`src/rtl/serial_to_parallel.sv`:
```
`default_nettype none
// ============================================================================
// Module      : serial_to_parallel
// Description : I2S receiver; deserialises MSB-first left/right words into
//               pairs with a valid/ready hand-off. Optional macro
//               RX_OVERFLOW_COUNT_EN adds a saturating dropped-pair counter.
// Revision    : 1.0 - initial release
// ============================================================================
module serial_to_parallel #(
    parameter int DATA_WIDTH = 32
) (
    input  logic                  i_bit_clk,
    input  logic                  i_reset_n,
    input  logic                  i_serial_data,
    input  logic                  i_lr_clk,
    output logic [DATA_WIDTH-1:0] o_left_data,
    output logic [DATA_WIDTH-1:0] o_right_data,
    output logic                  o_valid,
    input  logic                  i_ready,
    output logic                  o_overflow,
    output logic                  o_frame_err,
    output logic [15:0]           o_overflow_count
);

    localparam int                 c_CNT_W   = $clog2(DATA_WIDTH + 1);
    localparam logic [c_CNT_W-1:0] c_CNT_MAX = c_CNT_W'(DATA_WIDTH);

    typedef enum logic [1:0] {
        SYNC  = 2'd0,
        LEFT  = 2'd1,
        RIGHT = 2'd2
    } state_t;

    state_t                r_state;
    state_t                w_state_next;
    logic                  r_lr_d;
    logic [c_CNT_W-1:0]    r_bit_cnt;
    logic [DATA_WIDTH-1:0] r_shift;
    logic [DATA_WIDTH-1:0] r_left_word;
    logic [DATA_WIDTH-1:0] r_right_word;
    logic                  r_left_ok;
    logic                  r_pair_done;
    logic                  r_frame_err;
    logic                  r_valid;
    logic                  r_overflow;
    logic [DATA_WIDTH-1:0] r_left_out;
    logic [DATA_WIDTH-1:0] r_right_out;

    logic                  w_edge;
    logic                  w_fall;
    logic                  w_rise;
    logic                  w_sample;
    logic                  w_last;
    logic                  w_trunc;
    logic                  w_drop;
    logic [DATA_WIDTH-1:0] w_shift_next;

    assign w_edge       = i_lr_clk ^ r_lr_d;
    assign w_fall       = w_edge & ~i_lr_clk;
    assign w_rise       = w_edge & i_lr_clk;
    // The edge cycle itself carries no data bit; the count saturates at DATA_WIDTH.
    assign w_sample     = (r_state != SYNC) && !w_edge && (r_bit_cnt != c_CNT_MAX);
    assign w_last       = w_sample && (r_bit_cnt == (c_CNT_MAX - 1'b1));
    assign w_trunc      = w_edge && (r_state != SYNC) && (r_bit_cnt != '0) && (r_bit_cnt != c_CNT_MAX);
    assign w_shift_next = {r_shift[DATA_WIDTH-2:0], i_serial_data};
    assign w_drop       = r_pair_done && r_valid && !i_ready;

    always_comb begin
        w_state_next = r_state;
        case (r_state)
            SYNC:    if (w_fall) w_state_next = LEFT;
            LEFT:    if (w_rise) w_state_next = RIGHT;
            RIGHT:   if (w_fall) w_state_next = LEFT;
            default: w_state_next = SYNC;
        endcase
    end

    always_ff @(posedge i_bit_clk or negedge i_reset_n) begin
        if (!i_reset_n) begin
            r_state      <= SYNC;
            r_lr_d       <= 1'b0;
            r_bit_cnt    <= '0;
            r_shift      <= '0;
            r_left_word  <= '0;
            r_right_word <= '0;
            r_left_ok    <= 1'b0;
            r_pair_done  <= 1'b0;
            r_frame_err  <= 1'b0;
        end else begin
            r_state     <= w_state_next;
            r_lr_d      <= i_lr_clk;
            r_frame_err <= w_trunc;
            r_pair_done <= w_last && (r_state == RIGHT) && r_left_ok;

            if (w_edge)
                r_bit_cnt <= '0;
            else if (w_sample)
                r_bit_cnt <= r_bit_cnt + 1'b1;

            if (w_sample)
                r_shift <= w_shift_next;

            // A left word is only good for the frame it starts.
            if (w_fall || (w_trunc && (r_state == LEFT))) begin
                r_left_ok <= 1'b0;
            end else if (w_last && (r_state == LEFT)) begin
                r_left_word <= w_shift_next;
                r_left_ok   <= 1'b1;
            end

            if (w_last && (r_state == RIGHT) && r_left_ok)
                r_right_word <= w_shift_next;
        end
    end

    always_ff @(posedge i_bit_clk or negedge i_reset_n) begin
        if (!i_reset_n) begin
            r_valid     <= 1'b0;
            r_overflow  <= 1'b0;
            r_left_out  <= '0;
            r_right_out <= '0;
        end else begin
            r_overflow <= w_drop;
            if (r_pair_done && (!r_valid || i_ready)) begin
                r_valid     <= 1'b1;
                r_left_out  <= r_left_word;
                r_right_out <= r_right_word;
            end else if (r_valid && i_ready) begin
                r_valid <= 1'b0;
            end
        end
    end

`ifdef RX_OVERFLOW_COUNT_EN
    logic [15:0] r_ovf_cnt;

    always_ff @(posedge i_bit_clk or negedge i_reset_n) begin
        if (!i_reset_n)
            r_ovf_cnt <= 16'h0000;
        else if (w_drop && (r_ovf_cnt != 16'hFFFF))
            r_ovf_cnt <= r_ovf_cnt + 16'h0001;
    end

    assign o_overflow_count = r_ovf_cnt;
`else
    assign o_overflow_count = 16'h0000;
`endif

    assign o_left_data  = r_left_out;
    assign o_right_data = r_right_out;
    assign o_valid      = r_valid;
    assign o_overflow   = r_overflow;
    assign o_frame_err  = r_frame_err;

endmodule
`default_nettype wire

```
`config.mk`:
```
export PLATFORM = sky130hd
export DESIGN_NAME = serial_to_parallel
export DESIGN_NICKNAME = d
export VERILOG_FILES = /design/src/rtl/serial_to_parallel.sv
export SDC_FILE = /design/constraint.sdc
export NUM_CORES = 1
export LEC_CHECK = 0
export ABC_AREA = 1
export BUFFER_PORTS_ARGS = -buffer_cell sky130_fd_sc_hd__buf_2
export CAP_MARGIN = 25
export CORE_MARGIN = 4
export CORE_UTILIZATION = 50
export DETAILED_ROUTE_END_ITERATION = 10
export GPL_ROUTABILITY_DRIVEN = 0
export PLACE_DENSITY_LB_ADDON = 0.1
export SETUP_SLACK_MARGIN = 0.2
export SLEW_MARGIN = 20
export SYNTH_ARGS = -nofsm -noshare
export SYNTH_HDL_FRONTEND = slang
export SYNTH_SLANG_ARGS = --single-unit
```
`constraint.sdc`:
```
create_clock -name i_bit_clk -period 1.55 [get_ports i_bit_clk]
set_clock_uncertainty 0.2 [all_clocks]
set_input_delay 0.2325 -clock i_bit_clk [delete_from_list [all_inputs] [get_ports i_bit_clk]]
set_output_delay 0.2325 -clock i_bit_clk [all_outputs]
set_load 0.01 [all_outputs]
```
==> impl_metrics.yaml, run 1 <==
timing:
  setup_viol: 103
  timing.fmax_ghz: 0.563
  post-route-min-period_ns: 1.78
  hold_viol_final: 0
  post-route-period-util_pct: 115
  worst_slack_ns: -0.227
  holdWs_ns: 0.0783
  grt_setup_unrepaired: "yes"
  finalMaxSlewViolations: 0
power:
  p_per_area_nw_per_um2: 1120
  vdd_ir_drop_max_uv: 772
  p_leak_nw: 5.32
die:
  io_pins: 88
  start_util_pct: 51.8
  coreArea_sq_um: 13400
  row_count: 42
  die_x_um: 126
  die_h_um: 126
  die-area_sq_um: 15800
run_status:
  violations: "setup timing"
  outcome: "finished with violations"
logic_synthesis:
  ys_seq_area_share_pct: 62.4
  avgSynthCellArea_sq_um: 11.2
  synth_compound_area_share_pct: 5.89
  synthMuxAreaShare_pct: 10.2
  synth_top_area_share_pct: 62.4
  netlist_area_sq_um: 6940
  ys_seq_elements: 173
  synthXorXnorAreaFrac_pct: 0.126
  synth_top_family_by_area: "simple AND/OR/NAND/NOR gates"
  postSynthCellCount: 618
  yosys.area_share.simple_pct: 12.6
  synth_fa_ha_area_share_pct: 0.721
  synth_area_leaders: "dfrtp_1 62%, mux2_2 10%, nand2_1 7.9%, inv_1 2.8%, nand3_1 2.7%"
  yosysWarnings: 0
  yosys.area.top_type: "dfrtp_1"
  synth.distinct_cells: 27
global_routing:
  grt_max_degree: 68
  antenna_found_initial: 0
  grt_pass1_wl_mm: 25.6
  grt-busiest-layer: "met2"
  gr-usage-all-layers_pct: 20.4
  grt_pass1_vias: 4981
  met1_usage_pct: 28.1
  grt_util_met2_pct: 32.2
  grtUsageMet3_pct: 4.66
  grt.overflow.total: 0
clocking:
  clkLatencyLatePin_ns: 0.42
  clockBufferDepth: 2
  cts_sinks: 173
  htreeDepth: 4
  numCtsBuffers: 17
  cts_tree: "yes"
  clk_pin_slew_ns: 0.06
  root_buffer: "clkbuf_16"
worst_setup_path:
  cp_max_fo: 8
  critPathLaunchType: "register"
  crit_arrival_ns: 1.89
  worstSetupEndpoint: "r_left_word[29]"
  ff2ff_path_depth: 10
  r2r-end: "r_left_word[29]"
  crit_type: "reg -> reg"
  rrSetupSlack_ns: -0.23
  crit_path_end_kind: "register"
  r2r_start: "r_lr_d"
  required_ns: 1.66
  startpoint: "r_lr_d"
route:
  initialDrtViolationCount: 354
  postRouteAntennaNets: 0
  wirelength_mm: 16.2
  post_drt_wl_per_cell_um: 16.3
  vias: 5004
  drc: 0
  drt-pass1-iter-count: 4
  vias_per_cell: 5.04
placed_design:
  io_buffers: 71
  dpl.hpwl_mm: 9.13
layout:
  layout_commonest_cell: "dfrtp_1"
  antenna_cells: 0
  nets: 813
  num-fill-cells: 874
  syn_to_final_growth_pct: 42.4
  drive_gt1_share_pct: 46.4
  final_cell_mix: "172 x dfrtp_1, 114 x nand2_1, 72 x buf_4"
  fin_util_pct: 73.8
min_path:
  holdCritPathClass: "in -> reg"
job:
  cap_viol_max_count: 0
state kept, by name, indices dropped and copies added, names as in the netlist, 2 cells and up:
name	count
o_left_data	32
o_right_data	32
r_bit_cnt	6
r_left_word	32
r_right_word	32
r_shift	31
r_state	2
cell type report:
type                            count  area, sq um  area share [%]
Sequential cell                   173         4330            43.8
Multi-Input combinational cell    362         2670            27.0
Timing Repair Buffer              195         1840            18.6
Clock buffer                       26          509            5.15
Tap cell                          176          220            2.23
Inverter                           55          214            2.16
Clock inverter                      6          105            1.06
worst min-delay path by stage:
| stage | startpoint | slack [ns] | end | cells after the start |
|---|---|---|---|---|
| after floorplan | i_reset_n | -0.26 | o_frame_err | 0 |
| after global placement | i_reset_n | 0.05 | o_left_data[6] | 2 |
| after detailed placement | i_reset_n | 0.05 | o_left_data[5] | 2 |
| after CTS | i_lr_clk | 0.07 | r_state[1] | 4 |
| after global routing | i_lr_clk | 0.09 | r_state[1] | 4 |
| final | i_lr_clk | 0.08 | r_state[1] | 4 |
synthesized netlist by cell type, drive strengths merged:
master	instances
a21oi	1
buf	42
clkbuf	3
conb	1
dfrtp	173
ha	4
inv	55
mux2	63
nand2	149
nand3	39
nand4	3
nor2	10
nor3	1
o21ai	72
o22ai	1
xor2	1
where the power goes:
part	total (W)	internal [W]	leakage, nW	switching [W]
Combinational	0.00172	0.000754	2.62	0.000962
Clock	0.00439	0.00274	0.304	0.00165
Sequential	0.00493	0.00472	2.40	0.000203
worst max-delay path: stages (launching register included):
cell and delay (ns):
dfrtp_1 0.41, ha_4 0.25, inv_2 0.11, nand3_2 0.09
nand2_2 0.10, inv_4 0.05, buf_6 0.11, buf_12 0.11
buf_16 0.14, nand3_2 0.06, nand2_1 0.05
per-layer routing:
metal,vias to the layer above,share of wire (%)
met5,-,0
met4,0,1.7
met3,26,5.3
met2,129,50
met1,2495,43
li1,2354,-
kinds of logic (layout without fill, tap and decap cells):
family                   count (synthesis)  after routing
buffers and inverters                  100            282
adder cells (fa/ha/maj)                  4              4
XOR/XNOR                                 1              1
other                                    1             16
multiplexers                            63             63
AND/OR/NAND/NOR                        202            204
AO/OA/AOI/OAI                           74             74
flip-flops                             173            173
what timing repair did:
| action | 4_1_cts | 5_1_grt |
|---|---|---|
| pin swaps | 9 | 24 |
| endpoints found under the hold margin | 177 | 0 |
| resized for setup | 66 | 66 |
| hold buffers | 3 | 0 |
| buffers inserted | 34 | 36 |
| setup endpoints to repair | 234 | 235 |
| cloned | 10 | 8 |
stage by stage:
step | cells | setup TNS [ns] | setup WS, ns | area [sq um] | total power [W]
2_1_floorplan | 633 | -7.12 | -0.0891 | 7360 | 0.00566
3_3_place_gp | 870 | -12.04 | -0.170 | 7940 | 0.00601
3_5_place_dp | 870 | -15.20 | -0.199 | 7940 | 0.00605
4_1_cts | 949 | -14.19 | -0.194 | 9270 | 0.0107
5_1_grt | 993 | -22.74 | -0.316 | 9890 | 0.0116
6_report | 993 | -15.50 | -0.227 | 9890 | 0.0110
Power figures use the tool's default switching activity.
==> run 2, diff against run 1 <==
Settings changed: CAP_MARGIN 25 to 20, SKIP_LAST_GASP set to 1.
==> impl_metrics.yaml, run 2 (same netlist as run 1, synthesis figures left out) <==
run_status:
  outcome: "finished with violations"
  violations: "setup timing"
clocking:
  cts_sinks: 173
  clockBufferDepth: 2
  root_buffer: "clkbuf_16"
  clk_pin_slew_ns: 0.06
  cts_tree: "yes"
  numCtsBuffers: 17
  clkLatencyLatePin_ns: 0.42
  htreeDepth: 4
die:
  die_h_um: 126
  row_count: 42
  start_util_pct: 51.8
  die-area_sq_um: 15800
  io_pins: 88
  coreArea_sq_um: 13400
  die_x_um: 126
global_routing:
  antenna_found_initial: 0
  grt_max_degree: 68
  grt_pass1_vias: 4998
  grt_pass1_wl_mm: 25.7
  grt.overflow.total: 0
  gr-usage-all-layers_pct: 20.5
route:
  post_drt_wl_per_cell_um: 15.7
  wirelength_mm: 15.5
  vias_per_cell: 5.00
  vias: 4931
  postRouteAntennaNets: 0
  drt-pass1-iter-count: 5
  initialDrtViolationCount: 305
  drc: 0
layout:
  layout_commonest_cell: "dfrtp_1"
  nets: 807
  fin_cells: 987
  syn_to_final_growth_pct: 39.6
  drive_gt1_share_pct: 44.3
  fin_util_pct: 72.3
  final_cell_mix: "172 x dfrtp_1, 125 x nand2_1, 74 x buf_4"
  antenna_cells: 0
timing:
  grt_setup_unrepaired: "yes"
  post-route-period-util_pct: 115
  post-route-min-period_ns: 1.78
  worst_slack_ns: -0.233
  timing.fmax_ghz: 0.561
  hold_viol_final: 0
  holdWs_ns: 0.0666
  finalMaxSlewViolations: 0
  setup_viol: 101
power:
  vdd_ir_drop_max_uv: 736
  p_leak_nw: 5.23
  p_per_area_nw_per_um2: 1110
worst_setup_path:
  worst_path_max_delay_cell: "dfrtp_1"
  crit_type: "reg -> reg"
  critical_path.max_stage_delay_ns: 0.41
  cp_max_fo: 8
  crit_path_end_kind: "register"
  required_ns: 1.66
  critPathLaunchType: "register"
  crit_top_cell: "nand3_2"
  crit_arrival_ns: 1.89
  crit_chain: "ha_4 > inv_2 > nand3_2 > nand2_2 > inv_4 > buf_6 > buf_12 > buf_16 > nand3_2 > nand2_1"
placed_design:
  place_ws_ns: -0.199
  placed_cells: 870
  dpl.hpwl_mm: 9.13
  io_buffers: 71
job:
  cap_viol_max_count: 0
min_path:
  holdCritPathClass: "in -> reg"
[run 2: cell types whose count changed in the layout (fill, tap and decap cells not counted), sizes merged]
cell / change
clkbuf: -4
nand2: -1
buf: -1
[run 2: final timing paths]
| kind | from | endpoint | slack [ns] | depth (start not counted) |
|---|---|---|---|---|
| max in group asynchronous | i_reset_n | r_left_word[15] | 0.65 | 3 |
| max reg2reg | r_lr_d | r_left_word[3] | -0.23 | 10 |
| min | i_lr_clk | r_state[1] | 0.07 | 4 |
| max | r_lr_d | r_left_word[3] | -0.23 | 10 |
| min reg2reg | r_left_word[30] | r_left_word[30] | 0.28 | 2 |
| min in group asynchronous | i_reset_n | r_left_word[7] | 0.18 | 3 |
[run 2: stage by stage]
step / power [W] / TNS [ns] / instance area, sq um
after floorplan: 0.00566 / -7.12 / 7360
after global placement: 0.00601 / -12.04 / 7940
after detailed placement: 0.00605 / -15.20 / 7940
after CTS: 0.0107 / -14.54 / 9230
after global routing: 0.0112 / -21.20 / 9690
final: 0.0107 / -14.45 / 9690
[run 2: critical path: cells and delay by family, from the launching register on]
kind / cells / cell delay [ns]
AND/OR/NAND/NOR: 4 / 0.30
adder cells (fa/ha/maj): 1 / 0.27
buffers and inverters: 5 / 0.49
flip-flops: 1 / 0.41
[run 2: where the power goes]
| group | internal (W) | leakage (nW) | switching (W) | total, W |
|---|---|---|---|---|
| registers | 0.00472 | 2.40 | 0.000195 | 0.00492 |
| logic | 0.000577 | 2.53 | 0.000850 | 0.00143 |
| clock network | 0.00275 | 0.304 | 0.00162 | 0.00437 |
[run 2: final cells by class]
class | instances | area [sq um]
timing repair buffer | 190 | 1710
tap | 176 | 220
fill | 905 | 3710
sequential | 173 | 4330
inverter | 55 | 211
clock buffer | 26 | 509
multi-input combinational | 361 | 2610
clock inverter | 6 | 105
[run 2: routing by layer]
metal	track usage [%]	share of wire, %	wire length, um
met3	4.53	4.2	656
met4	7.63	1.9	290
met2	32.2	49	7650
met1	28.2	45	6940
met5	0	0	0
[run 2: timing repair]
item,in CTS,in global routing
gates cloned,10,0
setup endpoints to repair,234,235
pin swaps,9,21
buffers inserted,34,38
endpoints found under the hold margin,177,0
gates resized for setup,51,46
hold buffers,3,0
==> run 3, diff against run 2 <==
Clock period 1.55 ns to 1.8 ns, I/O delays scaled along.
==> impl_metrics.yaml, run 3 (same netlist as run 1, synthesis figures left out) <==
worst_setup_path:
  crit_path_end_kind: "register"
  required_ns: 1.90
  r2r-end: "r_right_word[16]"
  cp_max_fo: 28
  r2r_start: "r_state[0]"
  rrSetupSlack_ns: -0.04
  critPathLaunchType: "register"
  crit_type: "reg -> reg"
  ff2ff_path_depth: 7
  crit_arrival_ns: 1.94
clocking:
  clk_pin_slew_ns: 0.06
  root_buffer: "clkbuf_16"
  htreeDepth: 4
  cts_tree: "yes"
  clockBufferDepth: 2
  numCtsBuffers: 17
  cts_sinks: 173
  clkLatencyLatePin_ns: 0.42
power:
  vdd_ir_drop_max_uv: 622
  switching_share_pct: 26.6
  seq_power_share_pct: 43.8
  p_int_w: 0.00714
  p_leak_nw: 4.78
  switchingPower_w: 0.00258
  p_comb_share_pct: 19.4
  p_per_area_nw_per_um2: 1070
  clkPwrFrac_pct: 36.7
  finalPower_w: 0.00972
layout:
  nets: 741
  num-fill-cells: 1018
  syn_to_final_growth_pct: 30.3
  drive_gt1_share_pct: 42.1
  layout_commonest_cell: "dfrtp_1"
  final_cell_mix: "173 x dfrtp_1, 101 x nand2_1, 70 x buf_2"
  antenna_cells: 0
  fin_util_pct: 67.5
timing:
  worst_slack_ns: -0.0415
  post-route-period-util_pct: 102
  finalMaxSlewViolations: 0
  timing.fmax_ghz: 0.543
  post-route-min-period_ns: 1.84
  hold_viol_final: 0
  grt_setup_unrepaired: "yes"
  setup_viol: 30
global_routing:
  antenna_found_initial: 0
  grt_pass1_vias: 4641
  grt_pass1_wl_mm: 23.3
  grt_max_degree: 45
  gr-usage-all-layers_pct: 18.2
  grt.overflow.total: 0
die:
  die_x_um: 126
  start_util_pct: 51.8
  row_count: 42
  io_pins: 88
  coreArea_sq_um: 13400
  die-area_sq_um: 15800
  die_h_um: 126
route:
  postRouteAntennaNets: 0
  drc: 0
  post_drt_wl_per_cell_um: 16.2
  wirelength_mm: 14.9
  vias_per_cell: 5.11
  initialDrtViolationCount: 278
  drt-pass1-iter-count: 4
  vias: 4702
min_path:
  holdCritPathClass: "in -> reg"
  worstHoldStart: "i_lr_clk"
  hold_end: "r_state[0]"
  whs_path_depth: 3
run_status:
  outcome: "finished with violations"
  violations: "setup timing"
placed_design:
  dpl.hpwl_mm: 8.52
  io_buffers: 71
job:
  cap_viol_max_count: 0
[run 3: routing by layer]
layer  global-route usage (%)  wire [um]  share of wire (%)  vias to the layer above
li1                         -          -                  -                     2195
met1                     24.8       6600                 44                     2402
met2                     29.2       7530                 50                       92
met3                     4.49        650                4.4                       13
met4                     5.87        159                1.1                        0
met5                        0          0                  0                        -
[run 3: critical path, cell delays in order, from the launching register on]
cell and delay, ns:
dfrtp_1 0.41, inv_2 0.10, nand2_1 0.08, nor2_1 0.39
nand2_4 0.20, buf_12 0.21, nand2_1 0.06, o21ai_1 0.06
[run 3: stage by stage]
stage	setup TNS (ns)	std cells	setup WS [ns]	hold slack (ns)	area, sq um
3_5_place_dp	0	855	0.0186	0.0291	7570
6_report	-0.658	920	-0.0415	0.0557	9050
3_3_place_gp	0	855	0.0447	0.0291	7570
4_1_cts	0	903	0.0574	0.0341	8450
2_1_floorplan	0	633	0.161	-0.226	7080
5_1_grt	-5.11	920	-0.148	0.0569	9050
[run 3: how the worst max path moves through the flow]
stage,end,startpoint,cells after the start
final,r_right_word[16],r_state[0],7
after global routing,r_bit_cnt[2],r_lr_d,7
after CTS,r_shift[28],r_lr_d,7
after detailed placement,r_right_word[4],i_lr_clk,9
after global placement,r_shift[29],i_lr_clk,9
after floorplan,r_shift[21],r_lr_d,8
[run 3: layout make-up]
type                    count  area [sq um]  share of cell area, %
well taps                 176           220                   2.43
repair buffers            123          1190                   13.2
multi-input cells         362          2500                   27.6
clock inverters             6          83.8                  0.927
flip-flops and latches    173          4330                   47.8
clock buffers              25           495                   5.48
inverters                  55           224                   2.48
[run 3: power groups by stage]
stage | clock [W] | combinational (W) | sequential, W
5_1_grt | 0.00383 | 0.00203 | 0.00428
6_report | 0.00357 | 0.00189 | 0.00426
3_3_place_gp | 0 | 0.000832 | 0.00428
4_1_cts | 0.00366 | 0.00123 | 0.00421
2_1_floorplan | 0 | 0.000614 | 0.00425
3_5_place_dp | 0 | 0.000852 | 0.00429
[run 3: timing repair]
item,CTS,global route
endpoints found under the hold margin,163,0
endpoints found under the setup margin,100,103
hold buffers,4,0
buffers inserted,8,7
pin swaps,5,5
resized for setup,24,115
cloned,5,10
